**src/rtl/uart_pkg.sv**
```systemverilog
// Shared UART types and constants.
// Receiver state encoding, legal prescales and parity modes.
package uart_pkg;

  typedef enum logic [2:0] {
    RX_IDLE,
    RX_START,
    RX_DATA,
    RX_PARITY,
    RX_STOP
  } rx_state_e;

  localparam logic [5:0] PRESCALE_8  = 6'd8;
  localparam logic [5:0] PRESCALE_16 = 6'd16;
  localparam logic [5:0] PRESCALE_32 = 6'd32;

  localparam logic PAR_EVEN = 1'b0;
  localparam logic PAR_ODD  = 1'b1;

  function automatic logic maj3(input logic [2:0] s);
    return (s[0] & s[1]) | (s[0] & s[2]) | (s[1] & s[2]);
  endfunction

endpackage

```
**src/rtl/uart_rx_sampler.sv**
```systemverilog
// Bit-time counter and 3-sample majority vote around mid-bit.
// sample_done fires once the vote is settled, bit_end on wrap.
module uart_rx_sampler
  import uart_pkg::*;
(
  input  logic       clk,
  input  logic       rst_n,
  input  logic       run,
  input  logic       rx,
  input  logic [5:0] prescale,
  output logic       bit_val,
  output logic       sample_done,
  output logic       bit_end
);

  logic [5:0] half;
  logic [5:0] edge_cnt_d, edge_cnt_q;
  logic [2:0] samp_d, samp_q;

  assign half        = prescale >> 1;
  assign bit_end     = run && (edge_cnt_q == prescale - 6'd1);
  assign sample_done = run && (edge_cnt_q == half + 6'd2);
  assign bit_val     = maj3(samp_q);

  // Held at zero while idle so a new frame always starts aligned.
  always_comb begin
    edge_cnt_d = '0;
    if (run && !bit_end) edge_cnt_d = edge_cnt_q + 6'd1;
  end

  always_comb begin
    samp_d = samp_q;
    if (run) begin
      if (edge_cnt_q == half - 6'd1) samp_d[0] = rx;
      if (edge_cnt_q == half)        samp_d[1] = rx;
      if (edge_cnt_q == half + 6'd1) samp_d[2] = rx;
    end
  end

  always_ff @(posedge clk or negedge rst_n) begin
    if (!rst_n) begin
      edge_cnt_q <= '0;
      samp_q     <= 3'b111;
    end else begin
      edge_cnt_q <= edge_cnt_d;
      samp_q     <= samp_d;
    end
  end

endmodule

```
**src/rtl/uart_rx.sv**
```systemverilog
// Oversampling UART receiver with optional parity.
// Frame config is latched at start-bit detection.
module uart_rx
  import uart_pkg::*;
#(
  parameter int DATA_WIDTH = 8
) (
  input  logic                  CLK,
  input  logic                  RST,
  input  logic                  RX_IN,
  input  logic [5:0]            Prescale,
  input  logic                  PAR_EN,
  input  logic                  PAR_TYP,
  output logic [DATA_WIDTH-1:0] P_DATA,
  output logic                  Data_valid,
  output logic                  Par_err,
  output logic                  Stp_err
);

  localparam int BW = (DATA_WIDTH > 1) ? $clog2(DATA_WIDTH) : 1;
  localparam logic [BW-1:0] LAST_BIT = BW'(DATA_WIDTH - 1);

  logic [1:0]            sync_q;
  logic                  rx;
  rx_state_e             state_d, state_q;
  logic [BW-1:0]         bit_cnt_d, bit_cnt_q;
  logic [DATA_WIDTH-1:0] shift_d, shift_q;
  logic [DATA_WIDTH-1:0] p_data_d, p_data_q;
  logic [5:0]            presc_d, presc_q;
  logic                  par_en_d, par_en_q;
  logic                  par_typ_d, par_typ_q;
  logic                  par_fail_d, par_fail_q;
  logic                  dv_d, dv_q;
  logic                  pe_d, pe_q;
  logic                  se_d, se_q;
  logic                  bit_val, sample_done, bit_end;

  assign rx = sync_q[1];

  uart_rx_sampler u_sampler (
    .clk        (CLK),
    .rst_n      (RST),
    .run        (state_q != RX_IDLE),
    .rx         (rx),
    .prescale   (presc_q),
    .bit_val    (bit_val),
    .sample_done(sample_done),
    .bit_end    (bit_end)
  );

  always_comb begin
    state_d    = state_q;
    bit_cnt_d  = bit_cnt_q;
    shift_d    = shift_q;
    p_data_d   = p_data_q;
    presc_d    = presc_q;
    par_en_d   = par_en_q;
    par_typ_d  = par_typ_q;
    par_fail_d = par_fail_q;
    dv_d       = 1'b0;
    pe_d       = 1'b0;
    se_d       = 1'b0;
    unique case (state_q)
      RX_IDLE: begin
        if (!rx) begin
          state_d    = RX_START;
          presc_d    = Prescale;
          par_en_d   = PAR_EN;
          par_typ_d  = PAR_TYP;
          par_fail_d = 1'b0;
          bit_cnt_d  = '0;
        end
      end
      RX_START: begin
        if (sample_done && bit_val) state_d = RX_IDLE;
        else if (bit_end)           state_d = RX_DATA;
      end
      RX_DATA: begin
        if (sample_done)
          shift_d = DATA_WIDTH'({bit_val, shift_q} >> 1);
        if (bit_end) begin
          if (bit_cnt_q == LAST_BIT)
            state_d = par_en_q ? RX_PARITY : RX_STOP;
          else
            bit_cnt_d = bit_cnt_q + BW'(1);
        end
      end
      RX_PARITY: begin
        if (sample_done)
          par_fail_d = bit_val != (^shift_q ^ par_typ_q);
        if (bit_end) state_d = RX_STOP;
      end
      RX_STOP: begin
        // Leave early so a start bit right after stop is caught.
        if (sample_done) begin
          state_d = RX_IDLE;
          dv_d    = bit_val & ~par_fail_q;
          pe_d    = par_fail_q;
          se_d    = ~bit_val;
          if (bit_val && !par_fail_q) p_data_d = shift_q;
        end else if (bit_end) begin
          state_d = RX_IDLE;
        end
      end
      default: state_d = RX_IDLE;
    endcase
  end

  always_ff @(posedge CLK or negedge RST) begin
    if (!RST) begin
      sync_q     <= 2'b11;
      state_q    <= RX_IDLE;
      bit_cnt_q  <= '0;
      shift_q    <= '0;
      p_data_q   <= '0;
      presc_q    <= PRESCALE_8;
      par_en_q   <= 1'b0;
      par_typ_q  <= PAR_EVEN;
      par_fail_q <= 1'b0;
      dv_q       <= 1'b0;
      pe_q       <= 1'b0;
      se_q       <= 1'b0;
    end else begin
      sync_q     <= {sync_q[0], RX_IN};
      state_q    <= state_d;
      bit_cnt_q  <= bit_cnt_d;
      shift_q    <= shift_d;
      p_data_q   <= p_data_d;
      presc_q    <= presc_d;
      par_en_q   <= par_en_d;
      par_typ_q  <= par_typ_d;
      par_fail_q <= par_fail_d;
      dv_q       <= dv_d;
      pe_q       <= pe_d;
      se_q       <= se_d;
    end
  end

  assign P_DATA     = p_data_q;
  assign Data_valid = dv_q;
  assign Par_err    = pe_q;
  assign Stp_err    = se_q;

endmodule

```
**config.mk**
```make
export PLATFORM = sky130hd
export DESIGN_NAME = uart_rx
export DESIGN_NICKNAME = d
export VERILOG_FILES = /design/src/rtl/uart_pkg.sv /design/src/rtl/uart_rx_sampler.sv /design/src/rtl/uart_rx.sv
export SDC_FILE = /design/constraint.sdc
export NUM_CORES = 1
export LEC_CHECK = 0
export CAP_MARGIN = 20
export CORE_MARGIN = 2
export CORE_UTILIZATION = 30
export CTS_CLUSTER_SIZE = 14
export DETAILED_ROUTE_END_ITERATION = 8
export SYNTH_ARGS = -nofsm -noshare
export SYNTH_HDL_FRONTEND = slang
export SYNTH_SLANG_ARGS = --single-unit
```
**constraint.sdc**
```tcl
create_clock -name CLK -period 2.9 [get_ports CLK]
set_input_delay 0.435 -clock CLK [delete_from_list [all_inputs] [get_ports CLK]]
set_output_delay 0.435 -clock CLK [all_outputs]
set_load 0.03 [all_outputs]
```
==> metrics.txt, run 1 <==
# TYPE chip_impl_metric gauge
chip_impl_metric{name="drt-wirelength-per-cell",unit="um"} 13.3
chip_impl_metric{name="synth-simple-area-share",unit="%"} 16.4
chip_impl_metric{name="synth_edf_count",unit=""} 0
chip_impl_metric{name="fin_nets",unit=""} 281
chip_impl_metric{name="sequential_area_share_after_synthesis",unit="%"} 45.1
chip_impl_metric{name="critical_path_peak_fanout",unit=""} 9
chip_impl_metric{name="clk_path_buf_depth",unit=""} 2
chip_impl_info{name="yosys.area.top_type",value="sky130_fd_sc_hd__dfrtp_1"} 1
chip_impl_metric{name="rows",unit=""} 33
chip_impl_metric{name="worst_setup_hold_path_clk_slew",unit="ns"} 0.09
chip_impl_info{name="critical_path.startpoint_type",value="flip-flop"} 1
chip_impl_metric{name="detailed_place_hpwl",unit="um"} 3480
chip_impl_metric{name="area.growth.synth_to_final",unit="%"} 17.5
chip_impl_metric{name="setup_skew_after_layout",unit="ns"} 0.00465
chip_impl_metric{name="first_pass_grt_wire_length",unit="um"} 8240
chip_impl_metric{name="worst_ep_arrival_time",unit="ns"} 2.82
chip_impl_info{name="cts_root_buffer",value="sky130_fd_sc_hd__clkbuf_8"} 1
chip_impl_metric{name="drc",unit=""} 0
chip_impl_metric{name="numPortBuffers",unit=""} 21
chip_impl_metric{name="start_util",unit="%"} 30.8
chip_impl_metric{name="reg2regPathDepth",unit=""} 7
chip_impl_metric{name="worst_ir_drop_vdd",unit="mV"} 0.379
chip_impl_metric{name="postSynthRegisterBits",unit=""} 45
chip_impl_metric{name="synth.mux.area_fraction",unit="%"} 11.5
chip_impl_metric{name="viasPerCell",unit=""} 4.73
chip_impl_metric{name="p_seq_share",unit="%"} 38.1
chip_impl_metric{name="finalSetupViolCount",unit=""} 0
chip_impl_metric{name="die_area",unit="um^2"} 9130
chip_impl_metric{name="netSwitchingPower",unit="W"} 0.00102
chip_impl_metric{name="initialDrtViolationCount",unit=""} 141
chip_impl_metric{name="die_width",unit="um"} 95.6
chip_impl_metric{name="required",unit="ns"} 3.09
chip_impl_metric{name="timing.max_cap.violations",unit=""} 0
chip_impl_metric{name="final_max_slew_viol_count",unit=""} 0
chip_impl_metric{name="num_vias",unit=""} 1730
chip_impl_metric{name="yosysWarningCount",unit=""} 0
chip_impl_metric{name="grt_antenna_before_repair",unit=""} 0
chip_impl_metric{name="async_reset_ff_share",unit="%"} 100
chip_impl_metric{name="syn_avg_cell_area",unit="um^2"} 10.7
chip_impl_info{name="synth_top_flop_cell",value="sky130_fd_sc_hd__dfrtp_1"} 1
chip_impl_info{name="hold_path_class",value="reg -> reg"} 1
chip_impl_metric{name="htreeDepth",unit=""} 2
chip_impl_metric{name="vias_in_the_first_global_route",unit=""} 1644
chip_impl_info{name="synth_area_leaders",value="sky130_fd_sc_hd__dfrtp_1 (39%), sky130_fd_sc_hd__xnor2_1 (7.3%), sky130_fd_sc_hd__mux2_2 (7.2%)"} 1
chip_impl_info{name="critPathKind",value="reg -> reg"} 1
chip_impl_metric{name="dr.pass1.iters",unit=""} 4
chip_impl_metric{name="final.setup.tns",unit="ns"} 0
chip_impl_metric{name="syn-cell-area",unit="um^2"} 2510
chip_impl_metric{name="hold_viol_final",unit=""} 0
chip_impl_metric{name="globalRouteOverflowTotal",unit=""} 0
chip_impl_metric{name="clockPowerShare",unit="%"} 15.6
chip_impl_metric{name="drive_above_1_share",unit="%"} 15.7
chip_impl_metric{name="power_frac_comb",unit="%"} 46.3
chip_impl_metric{name="tightest_slew",unit="ns"} 0.382
chip_impl_metric{name="yosys.area_share.adder",unit="%"} 5.37
chip_impl_metric{name="core-area",unit="um^2"} 8180
chip_impl_metric{name="chipHeight",unit="um"} 95.6
chip_impl_metric{name="synthCells",unit=""} 235
chip_impl_info{name="tritoncts_clock_tree",value="done"} 1
chip_impl_metric{name="i_o_pin_total",unit=""} 22
chip_impl_metric{name="grtUsageTotal",unit="%"} 11.7
chip_impl_metric{name="final_antenna_net_count",unit=""} 0
chip_impl_info{name="run_status",value="complete, no violations"} 1
chip_impl_metric{name="worstHoldPathCells",unit=""} 0
chip_impl_info{name="grt_setup_unrepaired",value="no"} 1
chip_impl_metric{name="post_layout_utilization_of_the_core",unit="%"} 36.1
chip_impl_metric{name="clock_insertion_delay_worst_skew",unit="ns"} 0.30
chip_impl_metric{name="synth-compound-area-share",unit="%"} 6.32
chip_impl_metric{name="ff_latch_area",unit="um^2"} 1130
chip_impl_metric{name="grt_max_degree",unit=""} 46
chip_impl_info{name="ranking_of_synthesized_cells_by_instance_count",value="sky130_fd_sc_hd__dfrtp_1 (39), sky130_fd_sc_hd__xnor2_1 (21), sky130_fd_sc_hd__nand2_1 (19)"} 1
chip_impl_metric{name="switching_share",unit="%"} 40.2
chip_impl_metric{name="p_leak",unit="nW"} 1.30
chip_impl_metric{name="cell_variety_after_synth",unit=""} 42
chip_impl_metric{name="p_int",unit="W"} 0.00152
chip_impl_metric{name="final_min_period_over_clock_period",unit="%"} 90.5
chip_impl_metric{name="diodes",unit=""} 0
chip_impl_metric{name="post-cts-setup-buffer-count",unit=""} 0
chip_impl_metric{name="multi_input_comb_area",unit="um^2"} 1290
chip_impl_info{name="largest_family_of_logic_cells_by_synthesized_area",value="simple AND/OR/NAND/NOR gates"} 1
chip_impl_metric{name="post-synth-top-area-fraction",unit="%"} 38.8
chip_impl_metric{name="nFillCells",unit=""} 832
chip_impl_metric{name="tritoncts.num_buffers",unit=""} 5
chip_impl_metric{name="cellPowerDensity",unit="nW/um^2"} 859
chip_impl_metric{name="clock_sinks",unit=""} 45
chip_impl_metric{name="postSynthNetCount",unit=""} 256
chip_impl_metric{name="finalWirelength",unit="um"} 4860
chip_impl_metric{name="max_freq",unit="MHz"} 381
chip_impl_metric{name="gp_congestion",unit=""} 0.817
chip_impl_info{name="synth.most_common_cell",value="sky130_fd_sc_hd__dfrtp_1"} 1
chip_impl_metric{name="layout_min_cycle_time",unit="ns"} 2.62
chip_impl_info{name="timing.critical_path.to_type",value="flip-flop"} 1
chip_impl_metric{name="timing.max_slew.rel_slack",unit="%"} 74.4
chip_impl_metric{name="synthXorXnorAreaFrac",unit="%"} 11.8
-- routing by layer --
| layer | track usage, % | wire length [um] |
|---|---|---|
| met1 | 17.0 | 2480 |
| met2 | 17.4 | 2210 |
| met3 | 2.37 | 139 |
| met4 | 3.57 | 32 |
| met5 | 0 | 0 |
-- cell usage in the layout (no fill, tap or decap), types with 2 or more instances in the layout --
cell type / count
sky130_fd_sc_hd__a21oi_1: 2
sky130_fd_sc_hd__and3_1: 2
sky130_fd_sc_hd__and3b_1: 2
sky130_fd_sc_hd__buf_4: 6
sky130_fd_sc_hd__clkbuf_8: 5
sky130_fd_sc_hd__clkdlybuf4s50_1: 20
sky130_fd_sc_hd__dfrtp_1: 39
sky130_fd_sc_hd__dfstp_2: 6
sky130_fd_sc_hd__ha_1: 10
sky130_fd_sc_hd__inv_1: 7
sky130_fd_sc_hd__mux2_1: 8
sky130_fd_sc_hd__mux2_2: 16
sky130_fd_sc_hd__mux2i_1: 2
sky130_fd_sc_hd__nand2_1: 19
sky130_fd_sc_hd__nand2b_1: 6
sky130_fd_sc_hd__nand3_1: 9
sky130_fd_sc_hd__nand3b_1: 2
sky130_fd_sc_hd__nand4_1: 4
sky130_fd_sc_hd__nand4b_1: 2
sky130_fd_sc_hd__nor2_1: 16
sky130_fd_sc_hd__nor2b_1: 4
sky130_fd_sc_hd__nor3_1: 2
sky130_fd_sc_hd__nor3b_1: 2
sky130_fd_sc_hd__o211ai_1: 2
sky130_fd_sc_hd__o21ai_0: 12
sky130_fd_sc_hd__o221ai_1: 2
sky130_fd_sc_hd__or3_1: 2
sky130_fd_sc_hd__xnor2_1: 21
sky130_fd_sc_hd__xor2_1: 11
-- kinds of logic (layout without fill, tap and decap cells) --
kind of cell,after synthesis,after routing
muxes,26,26
AOI/OAI and AO/OA,24,24
buffers and inverters,18,44
DFF,45,45
xor gates and xnor gates,33,33
and+or+nand+nor,78,78
adders and majority gates,11,11
-- stage by stage --
stage                     power (W)  worst slack [ns]  std cells  hold WS [ns]  area [um^2]
after floorplan             0.00188             0.323        235         0.139         2510
after global placement      0.00214             0.204        356         0.346         2840
after detailed placement    0.00215             0.150        356         0.347         2840
after CTS                   0.00255             0.136        364         0.346         2920
after global routing        0.00277             0.119        366         0.364         2960
final                       0.00254             0.276        366         0.358         2960
-- state kept, by name (all words and copies together) (netlist names) --
register / cells
Data_valid: 1
presc_q: 6
u_sampler.edge_cnt_q: 6
shift_q: 8
bit_cnt_q: 3
sync_q: 2
par_typ_q: 1
par_en_q: 1
u_sampler.samp_q: 3
par_fail_q: 1
P_DATA: 8
Par_err: 1
state_q: 3
Stp_err: 1
-- final cells by class --
type	count	area share [%]
multi-input cells	172	43.8
flip-flops and latches	45	38.4
repair buffers	29	9.48
well taps	105	4.45
clock buffers	6	2.46
inverters	7	0.889
clock inverters	2	0.550
-- worst paths after layout --
check / slack [ns] / end / start
max in group asynchronous: 1.82 / presc_q[3] / RST
setup reg to reg: 0.28 / P_DATA[7] / presc_q[3]
hold reg to reg: 0.36 / sync_q[1] / sync_q[0]
min in group asynchronous: 0.54 / shift_q[4] / RST
hold / removal: 0.36 / sync_q[1] / sync_q[0]
setup / recovery: 0.28 / P_DATA[7] / presc_q[3]
-- repair_timing --
item                                   4_1_cts  5_1_grt
hold buffers                                 0        1
resized for setup                            0        1
endpoints found under the hold margin        0        9
setup endpoints to repair                    0        8
-- power by group through the flow --
stage	logic, W	registers, W	clock network (W)
floorplan	0.00101	0.000873	0
global placement	0.00117	0.000970	0
detailed placement	0.00117	0.000974	0
CTS	0.00118	0.000963	0.000409
global route	0.00134	0.000994	0.000439
finish	0.00118	0.000967	0.000395
-- worst max-delay path, cell delays in order (launching register included) --
cell and delay (ns):
sky130_fd_sc_hd__dfstp_2 0.62, sky130_fd_sc_hd__ha_1 0.25, sky130_fd_sc_hd__nand3b_1 0.10, sky130_fd_sc_hd__a221o_1 0.35, sky130_fd_sc_hd__a211oi_2 0.27, sky130_fd_sc_hd__and3b_1 0.23
sky130_fd_sc_hd__and3_2 0.34, sky130_fd_sc_hd__mux2_1 0.35
(Power assumes the default switching activity.)
==> run 2, diff against run 1 <==
- ABC_AREA: unset -> 1
==> metrics.txt, run 2 <==
# TYPE chip_impl_metric gauge
chip_impl_metric{name="dr.pass1.iters",unit=""} 4
chip_impl_metric{name="i_o_pin_total",unit=""} 22
chip_impl_metric{name="timing.max_cap.violations",unit=""} 0
chip_impl_metric{name="final_max_slew_viol_count",unit=""} 0
chip_impl_metric{name="fin_nets",unit=""} 378
chip_impl_metric{name="required",unit="ns"} 3.09
chip_impl_metric{name="final.setup.tns",unit="ns"} 0
chip_impl_metric{name="clock_sinks",unit=""} 45
chip_impl_metric{name="grt_max_degree",unit=""} 46
chip_impl_metric{name="timing.hold.ws",unit="ns"} 0.0924
chip_impl_metric{name="final_antenna_net_count",unit=""} 0
chip_impl_metric{name="clk_path_buf_depth",unit=""} 2
chip_impl_metric{name="max_freq",unit="MHz"} 432
chip_impl_metric{name="worst_ep_arrival_time",unit="ns"} 2.50
chip_impl_metric{name="detailed_place_hpwl",unit="um"} 4060
chip_impl_metric{name="synth-simple-area-share",unit="%"} 28.2
chip_impl_metric{name="timing.max_slew.rel_slack",unit="%"} 52.3
chip_impl_metric{name="core-area",unit="um^2"} 8680
chip_impl_info{name="ranking_of_synthesized_cells_by_instance_count",value="sky130_fd_sc_hd__nand2_1 (86), sky130_fd_sc_hd__dfrtp_1 (39), sky130_fd_sc_hd__inv_1 (39)"} 1
chip_impl_metric{name="synth-compound-area-share",unit="%"} 9.72
chip_impl_metric{name="hold_buffers",unit=""} 0
chip_impl_metric{name="post_layout_utilization_of_the_core",unit="%"} 35.9
chip_impl_metric{name="sequential_area_share_after_synthesis",unit="%"} 42.5
chip_impl_metric{name="grtUsageTotal",unit="%"} 12.2
chip_impl_info{name="tritoncts_clock_tree",value="done"} 1
chip_impl_metric{name="diodes",unit=""} 0
chip_impl_metric{name="layout_min_cycle_time",unit="ns"} 2.31
chip_impl_info{name="cts_root_buffer",value="sky130_fd_sc_hd__clkbuf_8"} 1
chip_impl_metric{name="grt_antenna_before_repair",unit=""} 0
chip_impl_metric{name="first_pass_grt_wire_length",unit="um"} 9610
chip_impl_metric{name="finalSetupViolCount",unit=""} 0
chip_impl_metric{name="worst_ir_drop_vdd",unit="mV"} 0.338
chip_impl_metric{name="final_min_period_over_clock_period",unit="%"} 79.8
chip_impl_metric{name="die_width",unit="um"} 98.3
chip_impl_metric{name="hold_viol_final",unit=""} 0
chip_impl_metric{name="cellPowerDensity",unit="nW/um^2"} 911
chip_impl_metric{name="drc",unit=""} 0
chip_impl_metric{name="tightest_slew",unit="ns"} 0.714
chip_impl_metric{name="synth_edf_count",unit=""} 0
chip_impl_metric{name="tritoncts.num_buffers",unit=""} 5
chip_impl_metric{name="postSynthNetCount",unit=""} 354
chip_impl_metric{name="rows",unit=""} 34
chip_impl_metric{name="post_cts.resized_instances",unit=""} 0
chip_impl_metric{name="numPortBuffers",unit=""} 21
chip_impl_metric{name="area.growth.synth_to_final",unit="%"} 16.9
chip_impl_info{name="worst_path_max_delay_cell",value="sky130_fd_sc_hd__dfstp_2"} 1
chip_impl_metric{name="p_leak",unit="nW"} 1.43
chip_impl_info{name="crit_top_cell",value="sky130_fd_sc_hd__nand2_1"} 1
chip_impl_info{name="top_library_cells_by_usage_in_the_layout_fill_and_taps_aside",value="sky130_fd_sc_hd__nand2_1 (86), sky130_fd_sc_hd__dfrtp_1 (39), sky130_fd_sc_hd__inv_1 (39)"} 1
chip_impl_metric{name="worst_setup_hold_path_clk_slew",unit="ns"} 0.10
chip_impl_info{name="run_status",value="complete, no violations"} 1
chip_impl_metric{name="critPathMaxStageDelay",unit="ns"} 0.61
chip_impl_metric{name="cell_variety_after_synth",unit=""} 33
chip_impl_metric{name="start_util",unit="%"} 30.7
chip_impl_metric{name="globalRouteOverflowTotal",unit=""} 0
chip_impl_info{name="grt_setup_unrepaired",value="no"} 1
chip_impl_metric{name="post-cts-setup-buffer-count",unit=""} 0
chip_impl_metric{name="drt-wirelength-per-cell",unit="um"} 12.0
chip_impl_info{name="cp_top_family",value="simple AND/OR/NAND/NOR gates"} 1
chip_impl_metric{name="vias_in_the_first_global_route",unit=""} 2068
chip_impl_info{name="timing.critical_path.to_type",value="flip-flop"} 1
chip_impl_metric{name="htreeDepth",unit=""} 2
chip_impl_metric{name="post-synth-top-area-fraction",unit="%"} 36.6
chip_impl_info{name="synth_area_leaders",value="sky130_fd_sc_hd__dfrtp_1 (37%), sky130_fd_sc_hd__nand2_1 (12%), sky130_fd_sc_hd__dfstp_2 (5.9%)"} 1
chip_impl_metric{name="synth.mux.area_fraction",unit="%"} 0
chip_impl_metric{name="chipHeight",unit="um"} 98.3
chip_impl_info{name="critPathKind",value="reg -> reg"} 1
chip_impl_info{name="yosys.area.top_type",value="sky130_fd_sc_hd__dfrtp_1"} 1
chip_impl_metric{name="clock_insertion_delay_worst_skew",unit="ns"} 0.31
chip_impl_info{name="cp_cell_sequence",value="inv_1 > ha_1 > inv_1 > nand2_1 > nand2_1 > nor2_1 > nand2_1 > nor2_4 > nand2_4 > clkinv_2 > nand4_4 > nand2_1 > o21ai_2"} 1
chip_impl_metric{name="syn_avg_cell_area",unit="um^2"} 8.00
chip_impl_info{name="most_frequent_standard_cell_in_the_layout_excluding_fill_and_tap_cells",value="sky130_fd_sc_hd__nand2_1"} 1
chip_impl_metric{name="finalWirelength",unit="um"} 5590
chip_impl_metric{name="gp_congestion",unit=""} 0.914
chip_impl_metric{name="yosys.area_share.adder",unit="%"} 5.07
chip_impl_metric{name="syn-cell-area",unit="um^2"} 2670
chip_impl_metric{name="cp_num_buf_inv",unit=""} 3
chip_impl_metric{name="critical_path_peak_fanout",unit=""} 17
chip_impl_info{name="synth_top_flop_cell",value="sky130_fd_sc_hd__dfrtp_1"} 1
chip_impl_metric{name="synthCells",unit=""} 333
chip_impl_metric{name="num_vias",unit=""} 2156
chip_impl_metric{name="drive_above_1_share",unit="%"} 11.7
chip_impl_info{name="synth.most_common_cell",value="sky130_fd_sc_hd__nand2_1"} 1
chip_impl_metric{name="die_area",unit="um^2"} 9650
chip_impl_metric{name="async_reset_ff_share",unit="%"} 100
chip_impl_metric{name="yosysWarningCount",unit=""} 0
chip_impl_metric{name="totalPowerFinal",unit="W"} 0.00284
chip_impl_metric{name="postSynthRegisterBits",unit=""} 45
chip_impl_metric{name="synthXorXnorAreaFrac",unit="%"} 7.23
chip_impl_info{name="hold_path_class",value="in -> async"} 1
chip_impl_metric{name="viasPerCell",unit=""} 4.63
chip_impl_info{name="critical_path.startpoint_type",value="flip-flop"} 1
chip_impl_metric{name="setup_skew_after_layout",unit="ns"} 0.0126
chip_impl_info{name="largest_family_of_logic_cells_by_synthesized_area",value="simple AND/OR/NAND/NOR gates"} 1
chip_impl_metric{name="initialDrtViolationCount",unit=""} 94
## run 2: cell types whose count changed after synthesis, moves of 9 or more
cell	previous run	this run
sky130_fd_sc_hd__nand2_1	19	86
sky130_fd_sc_hd__nand3_1	9	25
sky130_fd_sc_hd__mux2_2	16	0
sky130_fd_sc_hd__a21oi_1	2	11
sky130_fd_sc_hd__inv_1	7	39
sky130_fd_sc_hd__nor2_1	16	27
## run 2: cell families (layout without fill, tap and decap cells)
kind of cell,count (synthesis),after routing
and+or+nand+nor,164,164
DFF,45,45
adders and majority gates,11,11
xor gates and xnor gates,22,22
buffers and inverters,48,73
AOI/OAI and AO/OA,43,43
## run 2: area by class of cell
type / instances / area [um^2]
Timing Repair Buffer: 22 / 233
Sequential cell: 45 / 1130
Fill cell: 928 / 5560
Multi-Input combinational cell: 240 / 1340
Tap cell: 108 / 135
Inverter: 43 / 163
Clock inverter: 2 / 38.8
Clock buffer: 6 / 72.6
## run 2: routing by layer
metal / vias up / GRT usage, % / wire, um
met5: - / 0 / 0
met4: 0 / 4.11 / 91
met3: 8 / 2.29 / 189
met1: 993 / 16.1 / 2670
met2: 47 / 20.2 / 2640
li1: 1108 / - / -
## run 2: per-stage QoR
step / setup WS, ns / instance area, um^2 / cells
finish: 0.586 / 3110 / 466
global route: 0.339 / 3110 / 466
CTS: 0.592 / 3090 / 465
detailed placement: 0.617 / 2980 / 457
global placement: 0.677 / 2980 / 457
floorplan: 0.786 / 2670 / 333
## run 2: report_power, final
part / switching, W / internal [W] / leakage [nW]
sequential: 0.000156 / 0.000778 / 0.578
clock: 0.000237 / 0.000259 / 0.0554
combinational: 0.000914 / 0.000494 / 0.800
total: 0.00131 / 0.00153 / 1.43
## run 2: final timing paths
| kind | slack (ns) | start | end | cells after the start |
|---|---|---|---|---|
| max | 0.59 | presc_q[3] | P_DATA[4] | 13 |
| min | 0.09 | RST | u_sampler.edge_cnt_q[5] | 1 |
| max reg2reg | 0.59 | presc_q[3] | P_DATA[4] | 13 |
| min reg2reg | 0.36 | sync_q[0] | sync_q[1] | 0 |
| max in group asynchronous | 2.21 | RST | u_sampler.samp_q[2] | 2 |
| min in group CLK | 0.36 | sync_q[0] | sync_q[1] | 0 |
## run 2: worst reg2reg max path, stage by stage (launching register included)
cell                       delay (ns)
sky130_fd_sc_hd__dfstp_2         0.61
sky130_fd_sc_hd__inv_1           0.15
sky130_fd_sc_hd__ha_1            0.32
sky130_fd_sc_hd__inv_1           0.04
sky130_fd_sc_hd__nand2_1         0.05
sky130_fd_sc_hd__nand2_1         0.06
sky130_fd_sc_hd__nor2_1          0.10
sky130_fd_sc_hd__nand2_1         0.09
sky130_fd_sc_hd__nor2_4          0.12
sky130_fd_sc_hd__nand2_4         0.09
sky130_fd_sc_hd__clkinv_2        0.08
sky130_fd_sc_hd__nand4_4         0.26
sky130_fd_sc_hd__nand2_1         0.18
sky130_fd_sc_hd__o21ai_2         0.06
==> run 3, diff against run 2 <==
- clock period: 2.9 -> 1.9 ns (I/O delays scaled with it)
==> metrics.txt, run 3 (synthesis gave the netlist of run 2 again) <==
# TYPE chip_impl_metric gauge
chip_impl_metric{name="vias_in_the_first_global_route",unit=""} 2226
chip_impl_metric{name="required",unit="ns"} 2.10
chip_impl_metric{name="worst_ir_drop_vdd",unit="mV"} 0.654
chip_impl_info{name="crit_start",value="presc_q[3]"} 1
chip_impl_metric{name="die_width",unit="um"} 98.3
chip_impl_metric{name="switching_share",unit="%"} 45.8
chip_impl_info{name="timing.critical_path.to_type",value="flip-flop"} 1
chip_impl_metric{name="area.growth.synth_to_final",unit="%"} 26.3
chip_impl_metric{name="final_cell_count_no_fill",unit=""} 490
chip_impl_metric{name="drt-wirelength-per-cell",unit="um"} 11.7
chip_impl_metric{name="setup_skew_after_layout",unit="ns"} 0.0139
chip_impl_metric{name="place.detailed.instances",unit=""} 479
chip_impl_metric{name="final.setup.tns",unit="ns"} -0.739
chip_impl_metric{name="cellPowerDensity",unit="nW/um^2"} 1410
chip_impl_info{name="critPathKind",value="reg -> reg"} 1
chip_impl_info{name="tritoncts_clock_tree",value="done"} 1
chip_impl_info{name="most_frequent_standard_cell_in_the_layout_excluding_fill_and_tap_cells",value="sky130_fd_sc_hd__nand2_1"} 1
chip_impl_metric{name="fin_nets",unit=""} 402
chip_impl_metric{name="diodes",unit=""} 0
chip_impl_metric{name="finalWirelength",unit="um"} 5730
chip_impl_metric{name="p_leak",unit="nW"} 1.54
chip_impl_metric{name="dpl-instance-area",unit="um^2"} 3170
chip_impl_metric{name="viasPerCell",unit=""} 4.55
chip_impl_metric{name="clock_insertion_delay_worst_skew",unit="ns"} 0.31
chip_impl_metric{name="final_min_period_over_clock_period",unit="%"} 105
chip_impl_info{name="cts_root_buffer",value="sky130_fd_sc_hd__clkbuf_8"} 1
chip_impl_metric{name="globalRouteOverflowTotal",unit=""} 0
chip_impl_metric{name="tritoncts.num_buffers",unit=""} 5
chip_impl_info{name="grt_setup_unrepaired",value="yes"} 1
chip_impl_info{name="run_status",value="finished, violations left"} 1
chip_impl_metric{name="gp_congestion",unit=""} 0.853
chip_impl_metric{name="tightest_slew",unit="ns"} 0.332
chip_impl_metric{name="p_seq_share",unit="%"} 29.5
chip_impl_info{name="critPathCapture",value="P_DATA[6]"} 1
chip_impl_metric{name="grtUsageTotal",unit="%"} 12.7
chip_impl_metric{name="first_pass_grt_wire_length",unit="um"} 10000
chip_impl_metric{name="worst_setup_hold_path_clk_slew",unit="ns"} 0.09
chip_impl_info{name="top_library_cells_by_usage_in_the_layout_fill_and_taps_aside",value="sky130_fd_sc_hd__nand2_1 (77), sky130_fd_sc_hd__dfrtp_1 (39), sky130_fd_sc_hd__inv_1 (35)"} 1
chip_impl_info{name="violations_in_the_final_reports",value="negative setup slack"} 1
chip_impl_metric{name="start_util",unit="%"} 30.7
chip_impl_metric{name="setup_ws",unit="ns"} -0.0958
chip_impl_metric{name="max_freq",unit="MHz"} 501
chip_impl_metric{name="final_max_slew_viol_count",unit=""} 0
chip_impl_info{name="hold_path_class",value="in -> async"} 1
chip_impl_metric{name="numPortBuffers",unit=""} 21
chip_impl_metric{name="finish.instance_area",unit="um^2"} 3370
chip_impl_metric{name="dr.pass1.iters",unit=""} 4
chip_impl_metric{name="rows",unit=""} 34
chip_impl_metric{name="critPathMaxStageDelay",unit="ns"} 0.59
chip_impl_metric{name="hold_viol_final",unit=""} 0
chip_impl_metric{name="grt_max_degree",unit=""} 23
chip_impl_metric{name="netSwitchingPower",unit="W"} 0.00217
chip_impl_metric{name="detailed_place_hpwl",unit="um"} 4410
chip_impl_metric{name="die_area",unit="um^2"} 9650
chip_impl_metric{name="p_int",unit="W"} 0.00257
chip_impl_metric{name="i_o_pin_total",unit=""} 22
chip_impl_metric{name="critical_path_peak_fanout",unit=""} 17
chip_impl_metric{name="num_vias",unit=""} 2228
chip_impl_metric{name="worst_ep_arrival_time",unit="ns"} 2.20
chip_impl_metric{name="clock_sinks",unit=""} 45
chip_impl_metric{name="clk_path_buf_depth",unit=""} 2
chip_impl_metric{name="initialDrtViolationCount",unit=""} 96
chip_impl_metric{name="timing.max_cap.violations",unit=""} 0
chip_impl_metric{name="finalSetupViolCount",unit=""} 12
chip_impl_metric{name="clockPowerShare",unit="%"} 13.7
chip_impl_metric{name="chipHeight",unit="um"} 98.3
chip_impl_info{name="crit_top_cell",value="sky130_fd_sc_hd__nand2_1"} 1
chip_impl_metric{name="rrSetupSlack",unit="ns"} -0.1
chip_impl_metric{name="drive_above_1_share",unit="%"} 22.8
chip_impl_metric{name="timing.max_slew.rel_slack",unit="%"} 77.8
chip_impl_metric{name="final_antenna_net_count",unit=""} 0
chip_impl_info{name="r2r-start",value="presc_q[3]"} 1
chip_impl_metric{name="grt_antenna_before_repair",unit=""} 0
chip_impl_metric{name="drc",unit=""} 0
chip_impl_metric{name="power_frac_comb",unit="%"} 56.8
chip_impl_metric{name="core-area",unit="um^2"} 8680
chip_impl_info{name="worst_path_max_delay_cell",value="sky130_fd_sc_hd__dfstp_2"} 1
chip_impl_metric{name="htreeDepth",unit=""} 2
chip_impl_metric{name="reg2regPathDepth",unit=""} 14
chip_impl_info{name="critical_path.startpoint_type",value="flip-flop"} 1
chip_impl_info{name="cp_cell_sequence",value="inv_6 > ha_4 > inv_2 > nand2_1 > nand2_1 > nor2_1 > nand2_1 > nor2_4 > nand2_4 > clkinv_4 > nand4_4 > buf_12 > nand2_2 > o21ai_2"} 1
chip_impl_metric{name="layout_min_cycle_time",unit="ns"} 2.00
chip_impl_info{name="regToRegEndpoint",value="P_DATA[6]"} 1
==> run 3: worst min-delay path by stage <==
stage | slack, ns | to | startpoint
6_report | 0.36 | u_sampler.edge_cnt_q[1] | RST
4_1_cts | 0.36 | u_sampler.edge_cnt_q[1] | RST
2_1_floorplan | -0.01 | Data_valid | RST
3_5_place_dp | 0.17 | u_sampler.edge_cnt_q[1] | RST
3_3_place_gp | 0.16 | u_sampler.edge_cnt_q[1] | RST
5_1_grt | 0.36 | sync_q[1] | sync_q[0]
==> run 3: routing by layer <==
layer | GRT usage (%) | share of wire, % | vias to the layer above
met1 | 16.6 | 47 | 1022
met2 | 21.5 | 49 | 37
met4 | 4.85 | 1.6 | 0
met3 | 1.65 | 2.5 | 7
met5 | 0 | 0 | -
li1 | - | - | 1162
==> run 3: cell type report <==
type | instances | area [um^2]
Tap cell | 108 | 135
Clock buffer | 5 | 68.8
Sequential cell | 45 | 1130
Fill cell | 899 | 5310
Inverter | 43 | 171
Multi-Input combinational cell | 240 | 1410
Timing Repair Buffer | 46 | 420
Clock inverter | 3 | 25.0
==> run 3: power groups by stage <==
stage	Clock (W)	Sequential (W)	Combinational (W)
after floorplan	0	0.00136	0.00179
after detailed placement	0	0.00141	0.00250
final	0.000650	0.00140	0.00269
after CTS	0.000673	0.00140	0.00254
after global routing	0.000711	0.00143	0.00305
after global placement	0	0.00141	0.00244
==> run 3: worst max-delay path: cells and delay by family, from the launching register on <==
| kind | cells | cell delay [ns] |
|---|---|---|
| buf+inv | 4 | 0.33 |
| flops | 1 | 0.59 |
| fa+ha+maj | 1 | 0.26 |
| simple gates | 8 | 0.66 |
| compound gates | 1 | 0.04 |
==> run 3: what timing repair did <==
action                                 4_1_cts  5_1_grt
setup buffers                                1        1
endpoints found under the hold margin        7        0
gates resized for setup                      6       13
gates cloned                                 0        0
hold buffers                                 1        0
setup endpoints to repair                   23       32
pin swaps                                    1        4
==> run 3: metrics by stage <==
| step | worst slack, ns | hold slack [ns] | utilization (%) | total power [W] |
|---|---|---|---|---|
| after floorplan | -0.0746 | -0.0106 | - | 0.00315 |
| final | -0.0958 | 0.357 | 38.8 | 0.00474 |
| after global routing | -0.218 | 0.360 | 38.8 | 0.00520 |
| after global placement | -0.0472 | 0.164 | 36.6 | 0.00385 |
| after CTS | -0.0791 | 0.358 | 38.1 | 0.00461 |
| after detailed placement | -0.0778 | 0.165 | 36.6 | 0.00391 |
==> RTL change 1 (flow settings as in run 2) <==
Take the reset off `shift_q` and `p_data_q` and load them in a clocked block of their own.
--- a/src/rtl/uart_rx.sv
+++ b/src/rtl/uart_rx.sv
@@ -111,8 +111,6 @@
       sync_q     <= 2'b11;
       state_q    <= RX_IDLE;
       bit_cnt_q  <= '0;
-      shift_q    <= '0;
-      p_data_q   <= '0;
       presc_q    <= PRESCALE_8;
       par_en_q   <= 1'b0;
       par_typ_q  <= PAR_EVEN;
@@ -124,8 +122,6 @@
       sync_q     <= {sync_q[0], RX_IN};
       state_q    <= state_d;
       bit_cnt_q  <= bit_cnt_d;
-      shift_q    <= shift_d;
-      p_data_q   <= p_data_d;
       presc_q    <= presc_d;
       par_en_q   <= par_en_d;
       par_typ_q  <= par_typ_d;
@@ -136,6 +132,11 @@
     end
   end
 
+  always_ff @(posedge CLK) begin
+    shift_q  <= shift_d;
+    p_data_q <= p_data_d;
+  end
+
   assign P_DATA     = p_data_q;
   assign Data_valid = dv_q;
   assign Par_err    = pe_q;
Function: same outputs for any inputs over 10 cycles, from zero or initial values and one cycle with RST low; that may be too few to reach the edited logic, so the function may still have changed.
==> RTL change 1 against run 2 <==
Synthesized cell count down 14%. Maximum frequency is 2.7% higher. Sequential cell count stayed put. Total power shrank 1.8%. First-iteration DRC count is 21% higher. Setup slack improved by 0.060 ns. Synthesized area is 4.6% lower. Count of clock-buffer cells in the layout down 1. Wire length decreased by 8.9%. Sequential share of layout area up 4.4 points. Critical path depth fell by 2. Design area shrank 4.5%. Via count down 12%. Clock skew down 0.0098 ns. Highest routed layer unchanged.
==> RTL change 1: results (changes against run 2) <==
* Post-synthesis net count at 308 (-13%)
* Final nets at 335 (-11%)
* Hpwl dp at 3820 um (-6.0%)
* Skew final at 0.00281 ns (-0.00982 ns)
* Commonest cells in the netlist: 63 x nand2_1, 24 x nor2_1, 23 x dfrtp_1, 22 x inv_1, 21 x nand3_1
* Largest net degree at the start of global routing at 30 (-35%)
* Initial drt markers at 114 (+21%)
* Final Critical Period at 2.25 ns (-0.0600 ns)
* Worst reg2reg setup slack at 0.65 ns (+0.06 ns)
* Adder-cell area share of the yosys netlist at 5.32% (+0.25 points)
* Die ar. at 9220 um2 (-4.5%)
* Total GRT Usage at 12.8% (+0.62 points)
* Post-Syn Instances at 287 (-14%)
* Number of synthesized flops with an enable pin at 16 (+16)
* Outcome: finished, final reports clean
* Placed cells at 412 (-9.8%)
* Async set or reset register ratio after synthesis at 64.4% (-36 points)
* FFs & Latches at 45 (unchanged)
* Post-synthesis compound-gate area fraction at 5.96% (-3.8 points)
* FILL cells at 822 (-11%)
* Share of layout cells above drive strength 1 at 16.2% (+4.5 points)
* Area contributors post-synth: dfrtp_1 23%, edfxtp_1 19%, nand2_1 9.3%
* Via Count at 1898 (-12%)
* Proportion of synthesized area in mux cells at 0.443% (+0.44 points)
* Synth unique cells at 36 (+9.1%)
* Layout area overhead at 17.1%
* Drt wl/cell at 12.1 um (+1.0%)
* Final non-clock buffer share at 7.82% (+0.35 points)
* Leak at 0.00127 uW (-12%)
* First-pass GRT wire length at 9050 um (-5.9%)
* Placement-stage cell area at 2880 um2 (-3.2%)
* Xor and xnor area share after synthesis at 7.83% (+0.60 points)
* Pre-CTS setup slack at 0.688 ns (+0.0708 ns)
-- RTL change 1: how the worst max path moves through the flow --
stage,start,to,depth (start not counted)
finish,presc_q[3],P_DATA[4],11
floorplan,presc_q[3],P_DATA[0],11
global placement,presc_q[3],P_DATA[4],11
CTS,presc_q[3],P_DATA[4],11
global route,presc_q[3],P_DATA[4],11
detailed placement,presc_q[3],P_DATA[6],11
-- RTL change 1: layer usage --
layer | GRT usage, % | part of all wire, %
met2 | 20.3 | 44
met1 | 17.4 | 51
met5 | 0 | 0
met4 | 4.88 | 1.7
met3 | 2.43 | 3.5
-- RTL change 1: metrics by stage --
step | hold WS, ns | power, uW
2_1_floorplan | 0.139 | 2090
3_3_place_gp | 0.346 | 2360
3_5_place_dp | 0.351 | 2390
4_1_cts | 0.363 | 2810
5_1_grt | 0.369 | 3090
6_report | 0.363 | 2790
-- RTL change 1: power by group --
group          switching [uW]  total [uW]  leakage [uW]  internal (uW)
Sequential                173         983      0.000499            809
Combinational             882        1390      0.000723            508
Clock                     239         413     0.0000447            174
==> RTL change 2 (settings of run 2) <==
Made on the original files. Set the parameter `DATA_WIDTH` to 16 (it was 8).
--- a/src/rtl/uart_rx.sv
+++ b/src/rtl/uart_rx.sv
@@ -3,7 +3,7 @@
 module uart_rx
   import uart_pkg::*;
 #(
-  parameter int DATA_WIDTH = 8
+  parameter int DATA_WIDTH = 16
 ) (
   input  logic                  CLK,
   input  logic                  RST,
Ports: changed (resized P_DATA); port bits go from 22 to 30. No check against the original RTL was run, so the function may have changed too.
==> RTL change 2 against run 2 <==
Synthesized area is 30% higher. Setup slack got worse by 0.28 ns. Total power increased by 28%. Non-clock buffer count up 12. Clock skew decreased by 0.0018 ns. Maximum frequency shrank 11%. Sequential power rose by 26%. Wire length up 29%. Utilization increased by 1.3 points. Sequential cell count increased by 17. Design area up 36%. Via count up 29%. Critical endpoint is now P_DATA[2]. Largest cell class unchanged. Highest routed layer unchanged.
==> RTL change 2: results (changes against run 2) <==
* FFs & Latches at 62 (+38%)
* Sequential share of power at 32.4% (-0.5 points)
* Crit path largest cell delay at 0.58 ns (-0.03 ns)
* Share of layout cells above drive strength 1 at 14.4% (+2.7 points)
* Non-clk bufs at 34 (+55%)
* Worst-path clk slew at 0.06 ns (-0.04 ns)
* Area contributors post-synth: dfrtp_1 40%, nand2_1 13%, inv_1 5.4%
* Final nets at 487 (+29%)
* Hold-fix buffers at CTS at 1 (+1)
* Skew final at 0.0109 ns (-0.00176 ns)
* Total GRT Usage at 12.7% (+0.53 points)
* Skew-Pair Late Insertion Delay at 0.33 ns (+0.02 ns)
* Outcome: finished, final reports clean
* Leak at 0.00194 uW (+35%)
* Sequential cell area at 1560 um2 (+38%)
* PortBufs at 29 (+38%)
* Largest net degree at the start of global routing at 33 (-28%)
* Post-synthesis net count at 451 (+27%)
* Xor and xnor area share after synthesis at 5.80% (-1.4 points)
* Via Count at 2774 (+29%)
* Final non-clock buffer share at 7.70% (+0.23 points)
* Max VDD drop at 0.324 mV (-4.2%)
* Avg Cell Area, Syn at 8.06 um2 (+0.69%)
* GR Util met2 at 21.9% (+1.6 points)
* Combinational power at 1360 uW (-4%)
* Vias in the first global route at 2861 (+38%)
RTL change 2: changes by cell type in the layout (fill, tap and decap cells not counted), sizes merged, moves of 3 or more:
cell | before | now
clkinvlp | 0 | 3
nor2 | 32 | 40
xor2 | 8 | 11
inv | 41 | 53
dfrtp | 39 | 56
clkdlybuf4s50 | 20 | 28
nand2 | 93 | 129
clkbuf | 6 | 10
buf | 2 | 5
o21ai | 27 | 45
RTL change 2: stage by stage:
step           area (um2)  setup slack (ns)  power, uW
2_1_floorplan        3470             0.912       2220
3_3_place_gp         3910             0.355       2510
3_5_place_dp         3910             0.265       2550
4_1_cts              4230             0.252       3680
5_1_grt              4230            0.0425       3940
6_report             4230             0.303       3640
RTL change 2: worst max-delay path: cells and delay by family (launching register included):
family / cells / cell delay, ns
AO/OA/AOI/OAI: 1 / 0.12
adder cells (fa/ha/maj): 1 / 0.31
buffers and inverters: 4 / 0.59
flip-flops: 1 / 0.58
AND/OR/NAND/NOR: 7 / 0.93
